==> src/rtl/keypad_scanner_pkg.sv <==
`default_nettype none
// =============================================================================
// Module   : keypad_scanner_pkg
// Purpose  : Shared types and constants for the 4x4 keypad scanner.
// Revision : 1.0
// =============================================================================
package keypad_scanner_pkg;

    typedef enum logic [1:0] {
        ST_IDLE         = 2'd0,
        ST_PRESSED      = 2'd1,
        ST_WAIT_RELEASE = 2'd2
    } state_t;

    // Nibble {row,col} holds the legend printed on that key.
    localparam logic [63:0] c_key_map = 64'hDEF0_C987_B654_A321;

    function automatic logic [3:0] col_drive(input logic [1:0] col);
        logic [3:0] pattern;
        case (col)
            2'd0:    pattern = 4'b1110;
            2'd1:    pattern = 4'b1101;
            2'd2:    pattern = 4'b1011;
            default: pattern = 4'b0111;
        endcase
        return pattern;
    endfunction

    function automatic logic [3:0] key_lookup(input logic [1:0] row, input logic [1:0] col);
        return c_key_map[{row, col, 2'b00} +: 4];
    endfunction

endpackage
`default_nettype wire

==> src/rtl/sync_2ff.sv <==
`default_nettype none
// =============================================================================
// Module   : sync_2ff
// Purpose  : Two-flop synchronizer for slow asynchronous inputs (rows, buttons).
// Revision : 1.0
// =============================================================================
module sync_2ff #(
    parameter int               WIDTH       = 4,
    parameter logic [WIDTH-1:0] RESET_VALUE = '1
) (
    input  logic             clk,
    input  logic             reset,
    input  logic [WIDTH-1:0] d,
    output logic [WIDTH-1:0] q
);

    logic [WIDTH-1:0] r_meta;
    logic [WIDTH-1:0] r_sync;

    always_ff @(posedge clk or posedge reset) begin
        if (reset) begin
            r_meta <= RESET_VALUE;
            r_sync <= RESET_VALUE;
        end else begin
            r_meta <= d;
            r_sync <= r_meta;
        end
    end

    assign q = r_sync;

endmodule
`default_nettype wire

==> src/rtl/keypad_scanner.sv <==
`default_nettype none
// =============================================================================
// Module   : keypad_scanner
// Purpose  : Column-scans a 4x4 keypad, debounces whole scans, emits key events.
// Revision : 1.0
// =============================================================================
module keypad_scanner
    import keypad_scanner_pkg::*;
#(
    parameter int SCAN_DIV       = 100000,
    parameter int DEBOUNCE_SCANS = 4
) (
    input  logic       clk,
    input  logic       reset,
    input  logic [3:0] row_n,
    output logic [3:0] col_n,
    output logic [3:0] key_code,
    output logic       key_valid,
    output logic       key_held
);

    localparam int                    c_dwell_w    = $clog2(SCAN_DIV);
    localparam int                    c_stable_w   = $clog2(DEBOUNCE_SCANS);
    localparam logic [c_dwell_w-1:0]  c_dwell_last = c_dwell_w'(SCAN_DIV - 1);
    localparam logic [c_stable_w-1:0] c_stable_max = c_stable_w'(DEBOUNCE_SCANS - 1);

    logic [3:0]            w_rows_sync;
    logic [c_dwell_w-1:0]  r_dwell;
    logic [1:0]            r_col;
    logic [15:0]           r_snap;
    logic [15:0]           r_prev;
    logic [c_stable_w-1:0] r_stable;
    state_t                r_state;
    state_t                w_state_next;
    logic [3:0]            r_key_idx;
    logic [3:0]            r_key_code;
    logic                  r_key_valid;

    logic                  w_sample;
    logic                  w_scan_end;
    logic [15:0]           w_snap_next;
    logic [c_stable_w-1:0] w_stable_next;
    logic                  w_accept;
    logic                  w_one_key;
    logic [3:0]            w_idx;
    logic                  w_press;

    sync_2ff #(
        .WIDTH       (4),
        .RESET_VALUE (4'b1111)
    ) u_row_sync (
        .clk   (clk),
        .reset (reset),
        .d     (row_n),
        .q     (w_rows_sync)
    );

    assign w_sample   = (r_dwell == c_dwell_last);
    assign w_scan_end = w_sample && (r_col == 2'd3);

    // Snapshot bit 4*col+row is set when that key is pressed.
    always_comb begin
        w_snap_next = r_snap;
        w_snap_next[{r_col, 2'b00} +: 4] = ~w_rows_sync;
    end

    always_comb begin
        w_stable_next = '0;
        if (w_snap_next == r_prev) begin
            w_stable_next = (r_stable == c_stable_max) ? r_stable : r_stable + c_stable_w'(1);
        end
    end

    assign w_accept  = w_scan_end && (w_stable_next == c_stable_max);
    assign w_one_key = $onehot(w_snap_next);

    always_comb begin
        w_idx = '0;
        for (int i = 0; i < 16; i++) begin
            if (w_snap_next[i]) w_idx = 4'(i);
        end
    end

    always_comb begin
        w_state_next = r_state;
        w_press      = 1'b0;
        if (w_accept) begin
            case (r_state)
                ST_IDLE: begin
                    if (w_one_key) begin
                        w_state_next = ST_PRESSED;
                        w_press      = 1'b1;
                    end
                end
                ST_PRESSED: begin
                    if (w_snap_next == '0)
                        w_state_next = ST_IDLE;
                    else if (!(w_one_key && (w_idx == r_key_idx)))
                        w_state_next = ST_WAIT_RELEASE;
                end
                ST_WAIT_RELEASE: begin
                    if (w_snap_next == '0) w_state_next = ST_IDLE;
                end
                default: w_state_next = ST_IDLE;
            endcase
        end
    end

    always_ff @(posedge clk or posedge reset) begin
        if (reset) begin
            r_dwell     <= '0;
            r_col       <= '0;
            r_snap      <= '0;
            r_prev      <= '0;
            r_stable    <= '0;
            r_state     <= ST_IDLE;
            r_key_idx   <= '0;
            r_key_code  <= '0;
            r_key_valid <= 1'b0;
        end else begin
            r_key_valid <= w_press;
            r_state     <= w_state_next;
            if (w_sample) begin
                r_dwell <= '0;
                r_col   <= r_col + 2'd1;
                r_snap  <= w_snap_next;
            end else begin
                r_dwell <= r_dwell + c_dwell_w'(1);
            end
            if (w_scan_end) begin
                r_prev   <= w_snap_next;
                r_stable <= w_stable_next;
            end
            if (w_press) begin
                r_key_idx  <= w_idx;
                r_key_code <= key_lookup(w_idx[1:0], w_idx[3:2]);
            end
        end
    end

    assign col_n     = col_drive(r_col);
    assign key_code  = r_key_code;
    assign key_valid = r_key_valid;
    assign key_held  = (r_state == ST_PRESSED);

endmodule
`default_nettype wire

==> config.mk <==
export PLATFORM = sky130hd
export DESIGN_NAME = keypad_scanner
export DESIGN_NICKNAME = d
export VERILOG_FILES = /design/src/rtl/keypad_scanner_pkg.sv /design/src/rtl/sync_2ff.sv /design/src/rtl/keypad_scanner.sv
export SDC_FILE = /design/constraint.sdc
export NUM_CORES = 1
export LEC_CHECK = 0
export BUFFER_PORTS_ARGS = -buffer_cell sky130_fd_sc_hd__buf_2
export CAP_MARGIN = 30
export CELL_PAD_IN_SITES_DETAIL_PLACEMENT = 0
export CELL_PAD_IN_SITES_GLOBAL_PLACEMENT = 1
export CORE_MARGIN = 4
export CORE_UTILIZATION = 30
export DETAILED_ROUTE_END_ITERATION = 6
export PLACE_DENSITY = 0.54
export SLEW_MARGIN = 10
export SYNTH_ARGS = -nofsm -noshare
export SYNTH_HDL_FRONTEND = slang
export SYNTH_SLANG_ARGS = --single-unit
==> constraint.sdc <==
create_clock -name clk -period 8.6 [get_ports clk]
set_input_delay 0.86 -clock clk [delete_from_list [all_inputs] [get_ports clk]]
set_output_delay 0.86 -clock clk [all_outputs]
set_load 0.005 [all_outputs]
==> metrics.txt <==
outcome complete, no violations; PostCTS Resize Cnt 0; total routed wirelength 9.90 mm; number of max-slew violations in the final report 0; Final Hold Viols 0; post-synthesis sequential area ratio 0.423; total nets after synthesis 462; TritonRoute pass-1 iters 6; Net count, final 477; Hold Path Sink u_row_sync.q[2]; average wire length per cell after detail routing between 15 and 20 um; Num Clock Sinks 72; total number of vias 3054; Critical Path Sink Type register; number of H-tree levels 3; via count of the first global-routing pass between 3000 and 4000; die extent in y roughly 130 um; Most used DFF post-synth sky130_fd_sc_hd__dfrtp_1; final sum of negative setup slack 0 ns; die footprint 16200 sq um; largest driver fanout on the critical path 12; CTS tree built; count of cells along the worst register-to-register path 16; count of different cell masters after synthesis between 60 and 70; # IOs 16; share of layout cells above drive strength 1 0.140; worst path bufs/invs 2; Port Buffers 15; startpoint types register; cell leakage power 2.21 nW; Commonest cells post-synth 64 x sky130_fd_sc_hd__dfrtp_1, 56 x sky130_fd_sc_hd__nand2_1, 35 x sky130_fd_sc_hd__o21ai_0, 31 x sky130_fd_sc_hd__inv_1, 30 x sky130_fd_sc_hd__nor2_1; cell repeated most along the worst path sky130_fd_sc_hd__fa_1; FF-to-FF End r_state[1]; Placer Congestion about 0.8; HP Start u_row_sync.r_meta[2]; fraction of registers with async set/reset 1.00; number of synthesized flops with an enable pin 0; Arr. time, crit path 6.96 ns; critical path's slowest cell sky130_fd_sc_hd__dfrtp_1; period utilisation layout 0.783; required time worst endpoint 8.82 ns; total core area 13900 sq um; RSZ-0062 raised after global routing false; worst reg2reg setup slack 1.86 ns; growth of design area from synthesis to finish 13.6%; cells taking the most area after synthesis sky130_fd_sc_hd__dfrtp_1 37%, sky130_fd_sc_hd__dfstp_2 4.9%, sky130_fd_sc_hd__nand2_1 4.9%; diodes inserted 0; list of cells traversed by the critical path inv_1, ha_1, nor4b_1, mux2i_1, fa_1, fa_1, fa_1, fa_1, inv_1, ha_1, fa_1, nor4b_1, o21ai_0, or4_1, o311ai_2, mux2_4; Fillers 1422; power per unit of standard cell area between 150 and 200 nW/um^2; highest clock rate 148 MHz; insertion delay of the later-clocked pin in the worst-skew pair 0.34 ns; clock-pin slew on the worst setup and hold paths 0.06 ns; maximum number of pins on one net before global-route repair 73; Initial Util 0.307; number of antenna violations at the first check in global routing 0; instance count along the most critical hold path 0; worst hold path type register to register; Site Rows 43; Final setup viols 0; cell area after technology mapping 4280 sq um; # Post-CTS Setup Buffers 0; number of maximum-capacitance violations 0; DRC violation count after routing 0; dominant cell type by area after synthesis sky130_fd_sc_hd__dfrtp_1; largest voltage drop on the vdd net slightly above 0.00007 V; maximum buffer depth of the clock tree 2; slew margin rel. 0.444; number of instances in the synthesized netlist 431; Tot GR Track Use 0.134; min Tclk post-route 6.74 ns; grt ovf 0; number of flip-flops and latches in the synthesized netlist between 70 and 80; number of design-rule violations left by the first detailed-router iteration 134; Crit path max-delay family adder cells; transition at the pin with the smallest max-transition slack 0.835 ns; die boundary width 127 um; longest individual stage delay on the worst path between 0.6 and 0.7 ns; number of nets with antenna violations after routing 0; type of the worst setup path register to register; launch point of the worst reg-to-reg path r_col[0]; per-cell via count in the routed design roughly 4.8; number of warnings reported in the yosys synthesis log 0; library cell used as clock root buffer sky130_fd_sc_hd__clkbuf_16; hold buffer count at CTS 0; Post-Syn Area per Cell 9.93 sq um; area fraction of the dominant cell type after synthesis 0.374; dominant cell by count in the synthesized netlist sky130_fd_sc_hd__dfrtp_1; number of clock buffers inserted by TritonCTS 9; crit path launch r_col[0]; detailed placement HPWL 7.02 mm; clock skew after layout 0.00630 ns; first-pass GRT wire length between 15 and 20 mm; final core utilization 0.349
## through the flow
step                      total power [mW]  hold slack, ns  setup slack [ns]  cells  instance area [sq um]
final                                0.758           0.356              1.86    631                   4860
after global routing                 0.796           0.362              1.37    631                   4860
after CTS                            0.772           0.356              1.85    629                   4830
after detailed placement             0.384           0.348              1.86    613                   4530
after global placement               0.384           0.346              2.08    613                   4530
after floorplan                      0.373           0.345              2.43    431                   4280
## power by group
group	internal (mW)	total (mW)	leakage, nW	switching [mW]
Sequential	0.342	0.346	0.964	0.00347
Clock	0.234	0.380	0.147	0.147
Combinational	0.0119	0.0320	1.10	0.0201
## worst reg2reg max path: cells and delay by family, from the launching register on
family / cells / cell delay (ns)
mux: 2 / 0.64
simple gates: 3 / 1.34
buf+inv: 2 / 0.23
flops: 1 / 0.64
fa+ha+maj: 7 / 3.21
compound gates: 2 / 0.56
## cell families (layout without fill, tap and decap cells)
family                   Yosys count  in the layout  share of synthesized area
AO/OA/AOI/OAI                     82             82                      0.133
XOR/XNOR                          35             35                     0.0716
adder cells (fa/ha/maj)           25             25                     0.0906
buffers and inverters             51             71                     0.0500
flip-flops                        72             72                      0.423
multiplexers                      14             14                     0.0392
AND/OR/NAND/NOR                  152            152                      0.192
## routing by layer
metal	share of wire	routed length, um	up-vias	global-route usage
met5	0	0	-	0
met4	0.015	149	0	0.0454
met3	0.018	182	11	0.0263
met2	0.47	4640	24	0.209
met1	0.50	4920	1497	0.186
li1	-	-	1522	-
## cell usage in the layout (no fill, tap or decap), drive strengths merged, types with 7 or more instances in the layout
cell / instances
nor2: 30
mux2: 9
nor2b: 10
dfstp: 8
a31oi: 7
clkbuf: 12
xor2: 13
inv: 33
nor3: 8
dfrtp: 64
o21ai: 37
ha: 15
fa: 10
nand2: 56
buf: 23
nand3: 7
xnor2: 22
a21oi: 12
## area by class of cell
class	instances	area (sq um)	area share
inverter	32	120	0.0247
tap	180	225	0.0463
multi-input combinational	308	2250	0.464
clock buffer	12	246	0.0507
sequential	72	1810	0.373
timing repair buffer	23	151	0.0311
clock inverter	4	52.6	0.0108
## how the worst max path moves through the flow
| stage | endpoint | slack, ns | cells after the start |
|---|---|---|---|
| floorplan | r_state[1] | 2.43 | 19 |
| global placement | r_state[1] | 2.08 | 17 |
| detailed placement | r_state[1] | 1.86 | 17 |
| CTS | r_state[1] | 1.85 | 16 |
| global route | r_state[1] | 1.37 | 16 |
| finish | r_state[1] | 1.86 | 16 |
## registers in the layout (all words and copies together), names as in the netlist, 4 cells and up
register           cells
r_dwell               17
r_prev                16
r_snap                16
key_code               4
r_key_idx              4
u_row_sync.q           4
u_row_sync.r_meta      4
No activity file was read; power rests on OpenSTA's default activity.
